$ cat config.mk
export PLATFORM = sky130hd
export DESIGN_NAME = i2s_rx_master
export DESIGN_NICKNAME = d
export VERILOG_FILES = /design/src/rtl/i2s_pkg.sv /design/src/rtl/i2s_clk_gen.sv /design/src/rtl/i2s_rx_master.sv
export SDC_FILE = /design/constraint.sdc
export NUM_CORES = 1
export LEC_CHECK = 0
export CAP_MARGIN = 20
export CORE_MARGIN = 10
export CORE_UTILIZATION = 30
export CTS_CLUSTER_DIAMETER = 40
export DETAILED_ROUTE_END_ITERATION = 10
export PLACE_DENSITY = 0.52
export SLEW_MARGIN = 20
export SYNTH_ARGS = -nofsm -noshare
export SYNTH_HDL_FRONTEND = slang
export SYNTH_SLANG_ARGS = --single-unit
export TNS_END_PERCENT = 10
$ cat constraint.sdc
create_clock -name clk_i -period 2.31 [get_ports clk_i]
set_clock_uncertainty 0.2 [all_clocks]
set_input_delay 0.231 -clock clk_i [delete_from_list [all_inputs] [get_ports clk_i]]
set_output_delay 0.231 -clock clk_i [all_outputs]
set_load 0.1 [all_outputs]
$ cat src/rtl/i2s_pkg.sv
// rtl/i2s_pkg.sv - shared constants and counter-width helper for the I2S receiver
package i2s_pkg;

    localparam int FMT_I2S = 0;
    localparam int FMT_LJ  = 1;

    localparam logic CH_LEFT  = 1'b0;
    localparam logic CH_RIGHT = 1'b1;

    // Width of a counter that runs 0..n-1; never narrower than one bit.
    function automatic int cnt_w(input int n);
        return (n <= 2) ? 1 : $clog2(n);
    endfunction

endpackage

$ cat src/rtl/i2s_clk_gen.sv
// rtl/i2s_clk_gen.sv - bit-clock divider, sclk rise/fall strobes, slot bit counter and word select
module i2s_clk_gen
    import i2s_pkg::*;
#(
    parameter int SLOT_WIDTH = 32,
    parameter int CLK_DIV    = 2,
    parameter int BW         = cnt_w(SLOT_WIDTH)
) (
    input  logic          clk_i,
    input  logic          rst_i,
    input  logic          en_i,
    output logic          sclk_o,
    output logic          wsel_o,
    output logic          rise_o,
    output logic [BW-1:0] bit_cnt_o
);

    localparam int DW = cnt_w(CLK_DIV);
    localparam logic [DW-1:0] DIV_LAST = DW'(CLK_DIV - 1);
    localparam logic [BW-1:0] BIT_LAST = BW'(SLOT_WIDTH - 1);

    logic [DW-1:0] div_cnt_q, div_cnt_d;
    logic [BW-1:0] bit_cnt_q, bit_cnt_d;
    logic          sclk_q, sclk_d;
    logic          wsel_q, wsel_d;
    logic          tick;
    logic          fall;

    always_comb begin
        tick      = (div_cnt_q == DIV_LAST);
        rise_o    = en_i && !rst_i && tick && !sclk_q;
        fall      = en_i && !rst_i && tick && sclk_q;
        div_cnt_d = tick ? '0 : div_cnt_q + 1'b1;
        sclk_d    = sclk_q ^ tick;
        bit_cnt_d = bit_cnt_q;
        wsel_d    = wsel_q;
        // The slot boundary sits on the fall after the last bit, so wsel changes with sclk low.
        if (fall) begin
            if (bit_cnt_q == BIT_LAST) begin
                bit_cnt_d = '0;
                wsel_d    = ~wsel_q;
            end else begin
                bit_cnt_d = bit_cnt_q + 1'b1;
            end
        end
    end

    always_ff @(posedge clk_i) begin
        if (rst_i || !en_i) begin
            div_cnt_q <= '0;
            bit_cnt_q <= '0;
            sclk_q    <= 1'b0;
            wsel_q    <= CH_LEFT;
        end else begin
            div_cnt_q <= div_cnt_d;
            bit_cnt_q <= bit_cnt_d;
            sclk_q    <= sclk_d;
            wsel_q    <= wsel_d;
        end
    end

    assign sclk_o    = sclk_q;
    assign wsel_o    = wsel_q;
    assign bit_cnt_o = bit_cnt_q;

endmodule

$ cat src/rtl/i2s_rx_master.sv
// rtl/i2s_rx_master.sv - I2S / left-justified master receiver, one parallel word per slot
// Optional ready/overrun handshake on the output when I2S_RX_HANDSHAKE_EN is defined.
module i2s_rx_master
    import i2s_pkg::*;
#(
    parameter int DATA_WIDTH = 16,
    parameter int SLOT_WIDTH = 32,
    parameter int CLK_DIV    = 2,
    parameter int FORMAT     = FMT_I2S
) (
    input  logic                  clk_i,
    input  logic                  rst_i,
    input  logic                  en_i,
    input  logic                  sdat_i,
`ifdef I2S_RX_HANDSHAKE_EN
    input  logic                  ready_i,
    output logic                  overrun_o,
`endif
    output logic                  sclk_o,
    output logic                  wsel_o,
    output logic [DATA_WIDTH-1:0] data_o,
    output logic                  lr_chnl_o,
    output logic                  write_o
);

    localparam int BW    = cnt_w(SLOT_WIDTH);
    localparam int DELAY = (FORMAT == FMT_I2S) ? 1 : 0;
    localparam logic [BW-1:0] LAST_BIT = BW'(DELAY + DATA_WIDTH - 1);

    if (DATA_WIDTH + DELAY > SLOT_WIDTH) begin : g_bad_width
        $error("DATA_WIDTH plus format delay exceeds SLOT_WIDTH");
    end
    if (CLK_DIV < 1) begin : g_bad_div
        $error("CLK_DIV must be at least 1");
    end

    logic                  rise;
    logic [BW-1:0]         bit_cnt;
    logic                  in_win, capture, done;
    logic [DATA_WIDTH-1:0] word;
    logic [DATA_WIDTH-1:0] shift_q, shift_d;
    logic [DATA_WIDTH-1:0] data_q, data_d;
    logic                  lr_q, lr_d;
    logic                  write_q, write_d;
`ifdef I2S_RX_HANDSHAKE_EN
    logic                  ovr_q, ovr_d;
`endif

    i2s_clk_gen #(
        .SLOT_WIDTH(SLOT_WIDTH),
        .CLK_DIV   (CLK_DIV),
        .BW        (BW)
    ) u_clk_gen (
        .clk_i    (clk_i),
        .rst_i    (rst_i),
        .en_i     (en_i),
        .sclk_o   (sclk_o),
        .wsel_o   (wsel_o),
        .rise_o   (rise),
        .bit_cnt_o(bit_cnt)
    );

    always_comb begin
        in_win  = (bit_cnt <= LAST_BIT) && (FORMAT == FMT_LJ || bit_cnt != '0);
        capture = rise && in_win;
        done    = capture && (bit_cnt == LAST_BIT);
        word    = DATA_WIDTH'({shift_q, sdat_i});
        shift_d = capture ? word : shift_q;
        data_d  = data_q;
        lr_d    = lr_q;
`ifdef I2S_RX_HANDSHAKE_EN
        write_d = write_q && !ready_i;
        ovr_d   = ovr_q;
        // A word finishing while the previous one is still unaccepted is lost.
        if (done) begin
            if (write_q && !ready_i) begin
                ovr_d = 1'b1;
            end else begin
                data_d  = word;
                lr_d    = wsel_o;
                write_d = 1'b1;
            end
        end
`else
        write_d = done;
        if (done) begin
            data_d = word;
            lr_d   = wsel_o;
        end
`endif
    end

    always_ff @(posedge clk_i) begin
        if (rst_i) begin
            shift_q <= '0;
            data_q  <= '0;
            lr_q    <= CH_LEFT;
            write_q <= 1'b0;
`ifdef I2S_RX_HANDSHAKE_EN
            ovr_q   <= 1'b0;
`endif
        end else if (!en_i) begin
            shift_q <= '0;
            write_q <= 1'b0;
        end else begin
            shift_q <= shift_d;
            data_q  <= data_d;
            lr_q    <= lr_d;
            write_q <= write_d;
`ifdef I2S_RX_HANDSHAKE_EN
            ovr_q   <= ovr_d;
`endif
        end
    end

    assign data_o    = data_q;
    assign lr_chnl_o = lr_q;
    assign write_o   = write_q;
`ifdef I2S_RX_HANDSHAKE_EN
    assign overrun_o = ovr_q;
`endif

endmodule

==> results of run 1 <==
[worst register-to-register path: cells and delay by family, from the launching register on]
family | cells | cell delay (ns)
AO/OA/AOI/OAI | 1 | 0.26
adder cells (fa/ha/maj) | 2 | 0.46
buffers and inverters | 1 | 0.06
flip-flops | 1 | 0.39
AND/OR/NAND/NOR | 3 | 0.72
[flip-flops by register name, indices dropped and copies added (netlist names)]
register / count
data_o: 16
u_clk_gen.sclk_o: 1
u_clk_gen.wsel_o: 1
lr_chnl_o: 1
u_clk_gen.bit_cnt_o: 5
shift_q: 15
u_clk_gen.div_cnt_q: 1
write_o: 1
[layout make-up]
type	instances	area [um2]	area share, %
Clock inverter	3	22.52	1.106
Inverter	10	37.54	1.844
Sequential cell	41	820.8	40.32
Tap cell	72	90.09	4.425
Clock buffer	5	68.82	3.380
Multi-Input combinational cell	110	740.7	36.39
Timing Repair Buffer	33	255.2	12.54
[metrics by stage]
step	setup WS, ns	total power, W	std cells	hold WS (ns)
6_report	0.1273	0.001231	274	0.2663
5_1_grt	0.02603	0.001289	274	0.2846
4_1_cts	0.1164	0.001254	274	0.2714
3_5_place_dp	0.1160	0.0007756	266	0.2581
3_3_place_gp	0.1649	0.0007754	266	0.2501
2_1_floorplan	0.1161	0.0007607	171	0.1754
[where the power goes]
group	leakage, nW	internal (W)	switching, W	total [W]
clock network	0.0481	0.000214	0.000259	0.000473
logic	0.497	0.0000165	0.0000304	0.0000468
registers	0.330	0.000708	0.00000377	0.000711
total	0.875	0.000938	0.000293	0.00123
[cells by family after synthesis]
group	Yosys count	synth area share [%]
buffers and inverters	20	7.418
adders and majority gates	4	2.967
xor gates and xnor gates	2	1.039
DFF	41	48.66
muxes	15	8.976
AOI/OAI and AO/OA	38	12.98
and+or+nand+nor	51	17.95
[final timing paths]
check                              start     endpoint  cells after the start
hold reg to reg              shift_q[10]  shift_q[10]                      2
setup reg to reg  u_clk_gen.bit_cnt_o[1]    data_o[5]                      7
setup / recovery  u_clk_gen.bit_cnt_o[1]    data_o[5]                      7
hold / removal               shift_q[10]  shift_q[10]                      2
[layer usage]
metal	wire length [um]	vias to the layer above
met5	0	-
met4	23	0
met3	223	2
met2	1641	23
met1	1780	593
li1	-	654
[cell usage in the layout, fill, tap and decap left out, drive strengths merged, types with 4 or more instances in the layout]
cell,n
nand2,18
buf,30
o211ai,5
dfxtp,41
o21ai,15
clkbuf,5
a21oi,13
clkinv,4
and3,5
nor2,7
ha,4
nand3,13
a31o,4
mux2i,14
inv,9
==> results.py, run 1 <==
metrics = {
    "setup_path": {
        "crit_fanout": 13,
        "crit_top_cell": "ha_1",
        "path_cells": "inv_1 -> ha_1 -> nor3b_1 -> ha_1 -> and4bb_4 -> nand2_8 -> a31o_2",
        "cpLargestDelayFamily": "simple AND/OR/NAND/NOR gates",
        "arrival_ns": 2.18,
        "critical-path-max-stage-delay_ns": 0.49,
        "criticalPathCategory": "flip-flop to flip-flop",
        "cp_slowest_cell": "and4bb_4",
        "cp.buffers_inverters": 1,
        "ff2ff_setup_slack_ns": 0.13,
        "cp_data_required_time_ns": 2.30,
        "cp-end-kind": "flip-flop",
        "startpoint_type": "flip-flop",
    },
    "hold_path": {
        "worstHoldPathType": "flip-flop to flip-flop",
    },
    "synthesis": {
        "netlist.top_cell.by_area": "dfxtp_1",
        "yosys_warnings": 0,
        "yosysSeqAreaShare_pct": 48.66,
        "yosysTopAreaCellShare_pct": 48.66,
        "synth_area_leaders": "dfxtp_1 (49%), mux2i_1 (8.3%), o21ai_0 (4.5%), a21oi_1 (3.9%), nand3_1 (3.6%)",
        "syn_area_um2": 1687,
        "async_flop_share_pct": 0,
        "synth_common_cells": "dfxtp_1 (41), nand2_1 (16), o21ai_0 (15)",
        "synth.avg_cell_area_um2": 9.863,
        "synth_edf_count": 0,
        "synth_most_common_cell": "dfxtp_1",
        "synthCells": 171,
        "ys_seq_elements": 41,
        "yosysUniqueCellTypes": 32,
        "synth_ff_type": "dfxtp_1",
        "syn-num-nets": 179,
    },
    "clock_network": {
        "root_buffer": "clkbuf_8",
        "htree_levels": 2,
        "clock_path_buffers": 2,
        "cts.reportedPaths.clkPinSlew_ns": 0.08,
        "cts_made_buffers": 5,
        "holdBufCountCts": 0,
        "cts_tree": "yes",
        "clk_latency_ns": 0.29,
        "clock-sinks": 41,
        "post_cts_buffers": 0,
        "cts_resized": 0,
    },
    "power": {
        "power.density_nw_per_um2": 604.8,
        "leakage_nw": 0.8750,
        "irDropWorstVdd_mv": 0.2626,
    },
    "global_routing": {
        "grt_max_degree": 21,
        "grt_use_met3_pct": 3.807,
        "busiest_layer": "met2",
        "track_usage_pct": 9.029,
        "use_met2_pct": 13.44,
        "grt_first_pass_wirelength_um": 6403,
        "use_met1_pct": 11.08,
        "grt_pass1_vias": 1327,
        "antenna_found_initial": 0,
        "gr-total-overflow": 0,
    },
    "sta": {
        "hold_violations": 0,
        "rsz0062_at_grt": "no",
        "relSlewSlack_pct": 72.89,
        "fin_crit_sh_pct": 94.49,
        "tns_ns": 0,
        "worst_pin_slew_ns": 0.4062,
        "finalCriticalPeriod_ns": 2.183,
        "fmax_mhz": 458.2,
        "slew_violations": 0,
        "setup_viol_count_final": 0,
    },
    "drt": {
        "wl_um": 3668,
        "drc": 0,
        "dr.first_iter.drc_count": 54,
        "routedWlPerCell_um": 13.39,
        "num_vias": 1272,
        "vias_per_cell": 4.642,
        "ant_nets": 0,
        "first_pass_iters": 4,
    },
    "floorplan": {
        "ios": 24,
        "rows": 27,
        "start_util_pct": 30.82,
        "die_area_um2": 9021,
        "dieWidth_um": 94.98,
        "core_area_um2": 5473,
        "dieHeight_um": 94.98,
    },
    "outcome": {
        "status": "finished clean",
    },
    "layout": {
        "stdcell_area_um2": 2036,
        "antenna_cells": 0,
        "layout-drive-gt1-share_pct": 23.27,
        "area_delta_synth_final_pct": 20.70,
        "layout.nets": 209,
        "post-route-util_pct": 37.20,
        "fillers": 565,
    },
    "place": {
        "post-dp-hpwl_um": 2686,
        "portBuffers": 23,
        "place.gp.congestion": 0.7351,
        "place_area_um2": 1944,
    },
    "job": {
        "cap_violations": 0,
    },
}
Power figures use the tool's default switching activity.
==> run 2: changes to the inputs <==
--- a/config.mk
+++ b/config.mk
@@ -10,6 +10,7 @@
 export CORE_UTILIZATION = 30
 export CTS_CLUSTER_DIAMETER = 40
 export DETAILED_ROUTE_END_ITERATION = 10
+export GPL_ROUTABILITY_DRIVEN = 0
 export PLACE_DENSITY = 0.52
 export SLEW_MARGIN = 20
 export SYNTH_ARGS = -nofsm -noshare
==> results of run 2 <==
Same layout as run 1: the final DEF is identical, and so are final timing and power.
==> run 3: changes to the inputs <==
--- a/config.mk
+++ b/config.mk
@@ -8,9 +8,11 @@
 export CAP_MARGIN = 20
 export CORE_MARGIN = 10
 export CORE_UTILIZATION = 30
+export CTS_BUF_LIST = sky130_fd_sc_hd__clkbuf_2 sky130_fd_sc_hd__clkbuf_4 sky130_fd_sc_hd__clkbuf_8
 export CTS_CLUSTER_DIAMETER = 40
 export DETAILED_ROUTE_END_ITERATION = 10
 export GPL_ROUTABILITY_DRIVEN = 0
+export GPL_TIMING_DRIVEN = 0
 export PLACE_DENSITY = 0.52
 export SLEW_MARGIN = 20
 export SYNTH_ARGS = -nofsm -noshare
==> results.py, run 3 (synthesized netlist as in run 1, its figures left out) <==
metrics = {
    "outcome": {
        "status": "finished clean",
    },
    "floorplan": {
        "ios": 24,
        "core_area_um2": 5473,
        "dieHeight_um": 94.98,
        "rows": 27,
        "start_util_pct": 30.82,
        "dieWidth_um": 94.98,
        "die_area_um2": 9021,
    },
    "drt": {
        "drc": 0,
        "vias_per_cell": 4.635,
        "routedWlPerCell_um": 13.67,
        "wl_um": 3745,
        "num_vias": 1270,
        "ant_nets": 0,
        "dr.first_iter.drc_count": 28,
        "first_pass_iters": 4,
    },
    "setup_path": {
        "criticalPathCategory": "flip-flop to output port",
        "arrival_ns": 1.83,
        "path_cells": "clkdlybuf4s50_1",
        "cp_data_required_time_ns": 1.88,
        "cp-end-kind": "output port",
        "cpLargestDelayFamily": "buffers and inverters",
        "critical-path-max-stage-delay_ns": 1.15,
        "crit_fanout": 3,
        "startpoint_type": "flip-flop",
        "cp.buffers_inverters": 1,
        "cp_slowest_cell": "clkdlybuf4s50_1",
    },
    "sta": {
        "slew_violations": 0,
        "hold_violations": 0,
        "fmax_mhz": 443.0,
        "hold_slack_ns": 0.2669,
        "worst_pin_slew_ns": 0.9805,
        "tns_ns": 0,
        "rsz0062_at_grt": "yes",
        "relSlewSlack_pct": 34.43,
        "finalCriticalPeriod_ns": 2.257,
        "fin_crit_sh_pct": 97.71,
        "setup_viol_count_final": 0,
    },
    "global_routing": {
        "grt_pass1_vias": 1380,
        "gr-total-overflow": 0,
        "grt_max_degree": 13,
        "antenna_found_initial": 0,
        "track_usage_pct": 9.414,
        "grt_first_pass_wirelength_um": 6651,
    },
    "layout": {
        "final_common_cell": "dfxtp_1",
        "fillers": 583,
        "layout-drive-gt1-share_pct": 14.36,
        "antenna_cells": 0,
        "largest_reg_flops": 16,
        "layout.nets": 209,
        "area_delta_synth_final_pct": 26.26,
        "mostFrequentLayoutCells": "dfxtp_1 (39), clkdlybuf4s50_1 (23), nand2_1 (16), o21ai_0 (14), mux2i_1 (14)",
    },
    "power": {
        "switching_share_pct": 20.42,
        "leakage_nw": 0.8531,
        "p_int_w": 0.001089,
        "p_seq_share_pct": 51.8,
        "irDropWorstVdd_mv": 0.2897,
        "net-switching-power_w": 0.0002795,
        "combPwrFrac_pct": 3.8,
        "pwr-share-clk_pct": 44.4,
        "power.density_nw_per_um2": 642.8,
    },
    "clock_network": {
        "holdBufCountCts": 0,
        "htree_levels": 2,
        "post_cts_buffers": 0,
        "clock_path_buffers": 2,
        "cts.reportedPaths.clkPinSlew_ns": 0.08,
        "clock-sinks": 41,
        "cts_made_buffers": 5,
        "root_buffer": "clkbuf_8",
        "cts_tree": "yes",
        "clk_latency_ns": 0.29,
        "cts_resized": 0,
    },
    "place": {
        "portBuffers": 23,
        "post-dp-hpwl_um": 2617,
    },
    "job": {
        "cap_violations": 0,
    },
    "hold_path": {
        "worstHoldPathType": "flip-flop to flip-flop",
    },
}
[run 3: cell types whose count changed in the layout (fill, tap and decap cells not counted), sizes merged]
| cell | delta |
|---|---|
| clkbuf | +2 |
| buf | -20 |
| clkdlybuf4s50 | +20 |
| bufinv | +1 |
| clkinv | -3 |
[run 3: power groups by stage]
stage / clock, W / combinational, W / sequential (W)
global placement: 0 / 0.0000531 / 0.000725
CTS: 0.000626 / 0.0000531 / 0.000709
global route: 0.000666 / 0.0000568 / 0.000709
detailed placement: 0 / 0.0000531 / 0.000725
finish: 0.000608 / 0.0000521 / 0.000709
floorplan: 0 / 0.0000309 / 0.000730
[run 3: routing by layer]
layer | routed length, um | global-route usage, %
met3 | 268 | 4.758
met2 | 1587 | 14.36
met1 | 1834 | 11.15
met4 | 55 | 3.367
met5 | 0 | 0
[run 3: area by class of cell]
| type | instances | area [um2] | area share [%] |
|---|---|---|---|
| Multi-Input combinational cell | 110 | 740.7 | 34.78 |
| Timing Repair Buffer | 23 | 230.2 | 10.81 |
| Inverter | 10 | 37.54 | 1.763 |
| Sequential cell | 41 | 823.3 | 38.66 |
| Clock buffer | 7 | 90.09 | 4.230 |
| Buffer | 10 | 87.58 | 4.113 |
| Tap cell | 72 | 90.09 | 4.230 |
| Clock inverter | 1 | 30.03 | 1.410 |
[run 3: worst paths after layout]
| check | startpoint | cells past startpoint | to | slack [ns] |
|---|---|---|---|---|
| max | u_clk_gen.wsel_o | 1 | wsel_o | 0.05 |
| min | shift_q[12] | 2 | shift_q[12] | 0.27 |
| max reg2reg | u_clk_gen.bit_cnt_o[0] | 8 | data_o[5] | 0.10 |
| min reg2reg | shift_q[12] | 2 | shift_q[12] | 0.27 |
[run 3: worst register-to-register path, cell delays in order, from the launching register on]
cell	delay, ns
dfxtp_2	0.35
inv_1	0.06
ha_1	0.13
nor3b_1	0.22
ha_1	0.29
and4bb_4	0.38
buf_8	0.16
nand2_8	0.08
a31o_2	0.24
[run 3: metrics by stage]
step	total power [W]	setup WS [ns]	utilization, %	instances	area, um2
5_1_grt	0.001431	-0.002701	38.91	274	2130
6_report	0.001369	0.05291	38.91	274	2130
4_1_cts	0.001387	0.02978	38.87	274	2127
2_1_floorplan	0.0007607	0.1161	-	171	1687
3_3_place_gp	0.0007784	0.04928	36.67	266	2007
3_5_place_dp	0.0007784	0.04672	36.67	266	2007
